--- config.mk ---
export PLATFORM = sky130hd
export DESIGN_NAME = koios_axi_inp_buffer
export DESIGN_NICKNAME = d
export VERILOG_FILES = /design/src/rtl/koios_axi_pkg.sv /design/src/rtl/koios_sync_fifo.sv /design/src/rtl/koios_axi_inp_buffer.sv
export SDC_FILE = /design/constraint.sdc
export NUM_CORES = 1
export LEC_CHECK = 0
export BUFFER_PORTS_ARGS = -buffer_cell sky130_fd_sc_hd__buf_4
export CAP_MARGIN = 30
export CORE_UTILIZATION = 45
export CTS_CLUSTER_SIZE = 30
export DETAILED_ROUTE_END_ITERATION = 16
export HOLD_SLACK_MARGIN = 0.06
export PLACE_DENSITY_LB_ADDON = 0.15
export SLEW_MARGIN = 20
export SYNTH_ARGS = -nofsm -noshare
export SYNTH_HDL_FRONTEND = slang
export SYNTH_HIERARCHICAL = 1
export SYNTH_SLANG_ARGS = --single-unit
--- constraint.sdc ---
create_clock -name clk -period 28.6 [get_ports clk]
set_clock_uncertainty 0.1 [all_clocks]
set_input_delay 5.72 -clock clk [delete_from_list [all_inputs] [get_ports clk]]
set_output_delay 5.72 -clock clk [all_outputs]
set_load 0.05 [all_outputs]
--- src/rtl/koios_axi_pkg.sv ---
// koios_axi_pkg: shared AXI flit constants and types for the koios wrapper path
package koios_axi_pkg;
  localparam int AXI_DATAW = 128;
  localparam int DEST_W = 4;
  localparam int ID_W = 2;
  typedef struct packed {
    logic [DEST_W-1:0]    dest;
    logic [ID_W-1:0]      id;
    logic [AXI_DATAW-1:0] data;
  } axi_flit_t;
endpackage

--- src/rtl/koios_sync_fifo.sv ---
// koios_sync_fifo: generic DEPTH x WIDTH register FIFO with occupancy count
module koios_sync_fifo #(
  parameter int WIDTH = 8,
  parameter int DEPTH = 4
) (
  input  logic                     clk,
  input  logic                     reset,
  input  logic                     push,
  input  logic                     pop,
  input  logic [WIDTH-1:0]         wdata,
  output logic [WIDTH-1:0]         rdata,
  output logic [$clog2(DEPTH):0]   count,
  output logic                     full,
  output logic                     empty
);
  localparam int AW = $clog2(DEPTH);
  logic [WIDTH-1:0] mem_q [DEPTH];
  logic [AW-1:0] wr_q, wr_d, rd_q, rd_d;
  logic [AW:0] cnt_q, cnt_d;
  always_comb begin
    wr_d = wr_q + AW'(push);
    rd_d = rd_q + AW'(pop);
    cnt_d = cnt_q + (AW+1)'(push) - (AW+1)'(pop);
  end
  always_ff @(posedge clk or posedge reset) begin
    if (reset) begin
      wr_q <= '0;
      rd_q <= '0;
      cnt_q <= '0;
    end else begin
      wr_q <= wr_d;
      rd_q <= rd_d;
      cnt_q <= cnt_d;
    end
  end
  // storage needs no reset: entries are only read once counted
  always_ff @(posedge clk) begin
    if (push) mem_q[wr_q] <= wdata;
  end
  assign rdata = mem_q[rd_q];
  assign count = cnt_q;
  assign full = cnt_q == (AW+1)'(DEPTH);
  assign empty = cnt_q == '0;
endmodule

--- src/rtl/koios_axi_inp_buffer.sv ---
// koios_axi_inp_buffer: ordered ingress FIFO plus registered output stage feeding koios_axi_wrap
module koios_axi_inp_buffer
  import koios_axi_pkg::*;
#(
  parameter int AXI_DATAW = koios_axi_pkg::AXI_DATAW,
  parameter int DEPTH = 4,
  parameter int CNT_W = 16
) (
  input  logic                      clk,
  input  logic                      reset,
  input  logic [AXI_DATAW-1:0]      s_data,
  input  logic                      s_valid,
  output logic                      s_ready,
  input  logic [DEST_W-1:0]         s_dest,
  input  logic [ID_W-1:0]           s_id,
  output logic [AXI_DATAW-1:0]      m_data,
  output logic                      m_valid,
  input  logic                      m_ready,
  output logic [DEST_W-1:0]         m_dest,
  output logic [ID_W-1:0]           m_id,
  output logic [$clog2(DEPTH)+1:0]  level,
  output logic [CNT_W-1:0]          in_count,
  output logic [CNT_W-1:0]          out_count
);
  localparam int AW = $clog2(DEPTH);
  typedef struct packed {
    logic [DEST_W-1:0]    dest;
    logic [ID_W-1:0]      id;
    logic [AXI_DATAW-1:0] data;
  } flit_t;
  flit_t wr_flit, rd_flit, m_flit_q, m_flit_d;
  logic push, pop, full, empty;
  logic [AW:0] fifo_count, next_count;
  logic s_ready_q, s_ready_d, m_valid_q, m_valid_d;
  logic [CNT_W-1:0] in_count_q, in_count_d, out_count_q, out_count_d;
  koios_sync_fifo #(.WIDTH($bits(flit_t)), .DEPTH(DEPTH)) u_fifo (
    .clk(clk),
    .reset(reset),
    .push(push),
    .pop(pop),
    .wdata(wr_flit),
    .rdata(rd_flit),
    .count(fifo_count),
    .full(full),
    .empty(empty)
  );
  // s_ready looks at next-cycle occupancy so a full FIFO never sees a push
  always_comb begin
    push = s_valid && s_ready_q && !full;
    pop = (!m_valid_q || m_ready) && !empty;
    wr_flit = '{dest: s_dest, id: s_id, data: s_data};
    next_count = fifo_count + (AW+1)'(push) - (AW+1)'(pop);
    s_ready_d = next_count < (AW+1)'(DEPTH);
    m_valid_d = pop || (m_valid_q && !m_ready);
    m_flit_d = pop ? rd_flit : m_flit_q;
    in_count_d = in_count_q + CNT_W'(push);
    out_count_d = out_count_q + CNT_W'(m_valid_q && m_ready);
  end
  always_ff @(posedge clk or posedge reset) begin
    if (reset) begin
      s_ready_q <= 1'b1;
      m_valid_q <= 1'b0;
      m_flit_q <= '0;
      in_count_q <= '0;
      out_count_q <= '0;
    end else begin
      s_ready_q <= s_ready_d;
      m_valid_q <= m_valid_d;
      m_flit_q <= m_flit_d;
      in_count_q <= in_count_d;
      out_count_q <= out_count_d;
    end
  end
  assign s_ready = s_ready_q;
  assign m_valid = m_valid_q;
  assign m_data = m_flit_q.data;
  assign m_dest = m_flit_q.dest;
  assign m_id = m_flit_q.id;
  assign level = (AW+2)'(fifo_count) + (AW+2)'(m_valid_q);
  assign in_count = in_count_q;
  assign out_count = out_count_q;
endmodule

==> results of run 1 <==
-- synthesized netlist by cell type (2+ instances only) --
cell type	count	area, um^2
and3b_1	2	17.5
buf_2	21	105
buf_4	11	82.6
buf_6	8	90.1
clkbuf_1	4	15.0
dfrtp_1	174	4350
edfxtp_1	536	16100
ha_1	14	175
inv_1	13	48.8
mux2_1	49	552
mux2_2	85	957
mux4_2	134	3020
nand2_1	9	33.8
nand3_1	15	75.1
nand4_1	5	31.3
nor2_1	12	45.0
nor3_1	3	15.0
nor3b_1	2	15.0
nor4_1	3	18.8
xnor2_1	15	131
xor2_1	17	149
-- worst max path at each step --
stage	startpoint	to	slack, ns	cells past startpoint
after floorplan	s_valid	u_fifo/mem_q[0][0]	11.82	3
final	m_valid	level[2]	20.95	4
after CTS	m_valid	level[2]	20.91	4
after detailed placement	m_ready	u_fifo/count[2]	20.62	9
after global placement	s_valid	u_fifo/mem_q[1][64]	20.61	6
after global routing	m_valid	level[2]	20.86	4
-- power groups by stage --
| stage | Sequential [mW] | Clock [mW] | Combinational [mW] |
|---|---|---|---|
| CTS | 1.47 | 0.959 | 1.27 |
| detailed placement | 1.49 | 0 | 1.26 |
| global placement | 1.48 | 0 | 1.25 |
| global route | 1.49 | 1.00 | 1.31 |
| floorplan | 1.84 | 0 | 0.542 |
| finish | 1.46 | 0.933 | 1.24 |
-- placed cells by master, fill, tap and decap left out, drive strengths merged, types with 4 or more instances in the layout --
| master | synthesis | routed |
|---|---|---|
| xor2 | 17 | 17 |
| dfrtp | 174 | 174 |
| xnor2 | 15 | 15 |
| nor2 | 12 | 12 |
| clkinvlp | 0 | 6 |
| buf | 40 | 327 |
| mux2 | 134 | 134 |
| nand4 | 6 | 6 |
| nand2 | 9 | 9 |
| edfxtp | 536 | 536 |
| nor3 | 4 | 4 |
| nand3 | 15 | 15 |
| ha | 14 | 14 |
| clkbuf | 4 | 101 |
| inv | 14 | 15 |
| clkinv | 0 | 23 |
| mux4 | 134 | 134 |
-- per-stage QoR --
stage	power, mW	instance area (um^2)	setup slack (ns)	hold WS, ns	utilization
3_5_place_dp	2.75	29400	20.62	0.365	0.511
3_3_place_gp	2.73	29300	20.61	0.365	0.509
2_1_floorplan	2.38	26200	11.82	0.380	-
4_1_cts	3.69	31800	20.91	0.374	0.553
6_report	3.64	31900	20.95	0.370	0.553
5_1_grt	3.80	31900	20.86	0.403	0.553
-- worst max-delay path, cell delays in order (launching register included) --
cell	delay [ns]
dfrtp_1	0.44
ha_1	0.24
ha_1	0.19
xor2_1	0.16
buf_4	0.22
-- registers in the layout (all words and copies together) (netlist names) --
name          cells
u_fifo/mem_q    536
m_data          128
in_count         16
out_count        16
m_dest            4
u_fifo/count      3
m_id              2
u_fifo/rd_q       2
u_fifo/wr_q       2
m_valid           1
s_ready           1
-- logic make-up after synthesis --
kind of cell | count (synthesis) | synth area share
DFF | 711 | 0.782
muxes | 268 | 0.173
buffers and inverters | 58 | 0.0132
and+or+nand+nor | 58 | 0.0118
xor gates and xnor gates | 33 | 0.0116
adders and majority gates | 15 | 0.00746
AOI/OAI and AO/OA | 3 | 0.00105
-- metal layers --
layer | routed length (um) | vias to the layer above | part of all wire | global-route usage
met3 | 3110 | 68 | 0.059 | 0.0500
met2 | 25400 | 280 | 0.48 | 0.281
met5 | 90 | - | 0.0017 | 0
met4 | 764 | 14 | 0.015 | 0.0507
met1 | 23100 | 6433 | 0.44 | 0.250
li1 | - | 5358 | - | -
-- area by class of cell --
| class | count | area share |
|---|---|---|
| clock inverters | 33 | 0.00832 |
| repair buffers | 327 | 0.0811 |
| clock buffers | 101 | 0.0670 |
| inverters | 14 | 0.00188 |
| flip-flops and latches | 711 | 0.643 |
| diodes | 1 | 0.0000785 |
| well taps | 765 | 0.0300 |
| multi-input cells | 377 | 0.169 |
==> flow_summary.json, run 1 <==
{
  "synth.net_count": 1299,
  "rr_worst_depth": 3,
  "synthCells": 1146,
  "crit_arrival_ns": 1.83,
  "path_max_fanout": 4,
  "setup_viol_count_final": 0,
  "fmax_mhz": 131,
  "cts_setup_buffers": 0,
  "min_from": "out_count[15]",
  "synth_ff_type": "edfxtp_1",
  "pwr-share-comb": 0.341,
  "worst_r2r_startpoint": "u_fifo/rd_q[0]",
  "fin_crit_sh": 0.267,
  "synth_cell_types": 35,
  "die-area_um2": 59100,
  "area_delta_synth_final_pct": 21.7,
  "intPower_mw": 2.38,
  "start_util": 0.455,
  "vias_per_cell": 5.22,
  "dp.cells": 2193,
  "pin_count": 310,
  "ys_seq_elements": 711,
  "root_buffer": "clkbuf_16",
  "overflow": 0,
  "fin_tns_setup_ns": 0,
  "clkSinkCount": 711,
  "hold_path_end": "out_count[15]",
  "ant_nets": 0,
  "drv_slew": 0,
  "h-tree-depth": 3,
  "worstSkewPairLatency_ns": 0.59,
  "multi_input_area_um2": 5380,
  "worstHoldPathType": "register to register",
  "tightest_slew_ns": 1.03,
  "drt-pass1-iter-count": 4,
  "port_buffers": 309,
  "nFillCells": 4453,
  "fin_nets": 1657,
  "status": "complete, no violations",
  "clockBufferDepth": 3,
  "switching_share": 0.345,
  "p_seq_frac": 0.402,
  "wl_per_cell_um": 22.5,
  "detail_route.iter0.violations": 742,
  "clk_pin_slew_ns": 0.06,
  "num_rows": 88,
  "power_density_nw_per_um2": 114,
  "place.gp.congestion": 0.743,
  "finalNonFillerCells": 2329,
  "max_slew_margin": 0.313,
  "crit_type": "register to output pin",
  "async_flop_share": 0.246,
  "drc": 0,
  "cap_violations": 0,
  "cts_resized": 0,
  "switching_power_mw": 1.25,
  "rsz0062_at_grt": "no",
  "routed_wl_mm": 52.4,
  "vdd_drop_max_mv": 0.148,
  "drive_above_1_share": 0.432,
  "r2r_slack_ns": 25.81,
  "cp-end-kind": "output pin",
  "synth_area_um2": 26200,
  "grt_max_degree": 138,
  "crit_path_start_kind": "register",
  "fin_crit_ns": 7.65,
  "leakage_nw": 11.6,
  "hold_viol": 0,
  "synth.yosys.seq_area_share": 0.782,
  "antenna_found_initial": 8,
  "cts_hold_buf": 0,
  "register_area_um2": 20500,
  "yosysWarnings": 6,
  "core_um2": 57600,
  "r2r-end": "m_data[50]",
  "dieWidth_um": 243,
  "grt_pass1_wl_mm": 79.4,
  "route.vias.total": 12200,
  "hold_depth": 1,
  "grt_pass1_vias": 12600,
  "synth.avg_cell_area_um2": 22.8,
  "track_usage": 0.181,
  "synth-edff-count": 536,
  "required_ns": 22.78,
  "dp.final_hpwl_mm": 30.5,
  "tritoncts": "built",
  "die_h_um": 243,
  "clkPwrFrac": 0.257,
  "numCtsBuffers": 73
}
No activity file was read; power rests on OpenSTA's default activity.
==> inputs of run 2 (changes only) <==
==> constraint.sdc (replaced) <==
create_clock -name clk -period 7.95 [get_ports clk]
set_clock_uncertainty 0.1 [all_clocks]
set_input_delay 1.59 -clock clk [delete_from_list [all_inputs] [get_ports clk]]
set_output_delay 1.59 -clock clk [all_outputs]
set_load 0.05 [all_outputs]
==> run 2 against run 1 <==
Compared with the run above: combinational power rose to 3.6 times the previous value; clock power rose to 3.6 times the previous value; sequential power rose to 3.6 times the previous value; worst setup slack worse by 17 ns; die area unchanged; count of clock-buffer cells in the layout up 13; wire length down 0.41%; via count down 0.35%; critical path type unchanged.
==> flow_summary.json, run 2 (synthesis results as in run 1) <==
{
  "hold_viol": 0,
  "drt-pass1-iter-count": 6,
  "fin_tns_setup_ns": 0,
  "drc": 0,
  "area_delta_synth_final_pct": 21.7,
  "rsz0062_at_grt": "no",
  "power_density_nw_per_um2": 411,
  "vdd_drop_max_mv": 0.648,
  "overflow": 0,
  "vias_per_cell": 5.19,
  "mostFrequentLayoutCells": "edfxtp_1, buf_4, dfrtp_1, mux4_2, mux2_2",
  "crit_path_start_kind": "register",
  "grt_pass1_vias": 12700,
  "core_um2": 57600,
  "rr_worst_depth": 3,
  "cts_setup_buffers": 0,
  "fin_crit_ns": 3.63,
  "finalPower_mw": 13.1,
  "routed_wl_mm": 52.2,
  "required_ns": 6.26,
  "crit_slowest_cell": "dfrtp_1",
  "hold_depth": 1,
  "drive_above_1_share": 0.427,
  "grt_pass1_wl_mm": 79.1,
  "detail_route.iter0.violations": 583,
  "r2r_slack_ns": 4.99,
  "dp.final_hpwl_mm": 29.7,
  "fmax_mhz": 276,
  "setup_viol_count_final": 0,
  "fin_nets": 1658,
  "leakage_nw": 11.6,
  "status": "complete, no violations",
  "drv_slew": 0,
  "worstHoldPathType": "register to register",
  "h-tree-depth": 3,
  "cts_hold_buf": 0,
  "num_rows": 88,
  "root_buffer": "clkbuf_16",
  "grt_max_degree": 138,
  "path_max_fanout": 4,
  "cts_resized": 0,
  "clkSinkCount": 711,
  "wl_per_cell_um": 22.4,
  "die_h_um": 243,
  "cpMostUsedCell": "ha_1",
  "die-area_um2": 59100,
  "pin_count": 310,
  "worstSkewPairLatency_ns": 0.61,
  "tritoncts": "built",
  "track_usage": 0.180,
  "place.gp.congestion": 0.782,
  "numCtsBuffers": 74,
  "antenna_found_initial": 2,
  "clk_pin_slew_ns": 0.06,
  "cp-end-kind": "output pin",
  "ant_nets": 0,
  "max_slew_margin": 0.349,
  "route.vias.total": 12100,
  "clockBufferDepth": 3,
  "cap_violations": 0,
  "slowest_delay_ns": 0.44,
  "crit_type": "register to output pin",
  "regMostFlops": "u_fifo/mem_q",
  "final_common_cell": "edfxtp_1",
  "start_util": 0.455,
  "port_buffers": 309,
  "fin_crit_sh": 0.456,
  "largest_register_ffs": 536,
  "worstPathCellList": "ha_1 > ha_1 > xor2_1 > buf_4",
  "crit_arrival_ns": 1.94,
  "dieWidth_um": 243,
  "tightest_slew_ns": 0.976
}
## run 2: changes by cell type in the layout (fill, tap and decap cells not counted), sizes merged
| cell | previous run | this run |
|---|---|---|
| bufinv | 3 | 2 |
| clkbuf | 101 | 114 |
| clkinv | 23 | 15 |
| clkinvlp | 6 | 0 |
| inv | 15 | 20 |
## run 2: final timing paths
kind | start | endpoint
worst max register to register | u_fifo/rd_q[0] | m_data[62]
max in group asynchronous | reset | m_data[126]
worst min register to register | in_count[15] | in_count[15]
worst min-delay path | in_count[15] | in_count[15]
min in group asynchronous | reset | m_data[41]
worst max-delay path | m_valid | level[2]
## run 2: routing by layer
layer | track usage | vias up | routed length (um)
met5 | 0 | - | 25
met1 | 0.255 | 6382 | 23200
met4 | 0.0523 | 4 | 906
li1 | - | 5369 | -
met3 | 0.0416 | 76 | 3260
met2 | 0.280 | 279 | 24900
## run 2: final cells by class
class,count,area (um^2)
clock inverter,23,191
sequential,711,20500
antenna,1,2.50
fill,4421,25700
multi-input combinational,377,5380
tap,765,957
inverter,14,60.1
timing repair buffer,327,2580
clock buffer,114,2200
## run 2: report_power, final
| group | total, mW | switching (mW) | internal (mW) |
|---|---|---|---|
| clock network | 3.37 | 1.39 | 1.98 |
| registers | 5.28 | 0.431 | 4.85 |
| logic | 4.45 | 2.71 | 1.73 |
| total | 13.1 | 4.53 | 8.57 |
## run 2: worst max-delay path, delay by kind of cell, from the launching register on
| family | cells | cell delay (ns) |
|---|---|---|
| buffers and inverters | 1 | 0.24 |
| flip-flops | 1 | 0.44 |
| XOR/XNOR | 1 | 0.21 |
| adder cells (fa/ha/maj) | 2 | 0.43 |
## run 2: metrics by stage
stage | hold slack [ns] | std cells | utilization | worst slack (ns) | cell area, um^2
5_1_grt | 0.403 | 2331 | 0.553 | 4.24 | 31900
2_1_floorplan | 0.388 | 1146 | - | 0.105 | 26200
3_5_place_dp | 0.377 | 2191 | 0.510 | 3.85 | 29400
6_report | 0.376 | 2332 | 0.553 | 4.32 | 31900
3_3_place_gp | 0.360 | 2190 | 0.510 | 3.85 | 29400
4_1_cts | 0.384 | 2328 | 0.552 | 4.26 | 31800
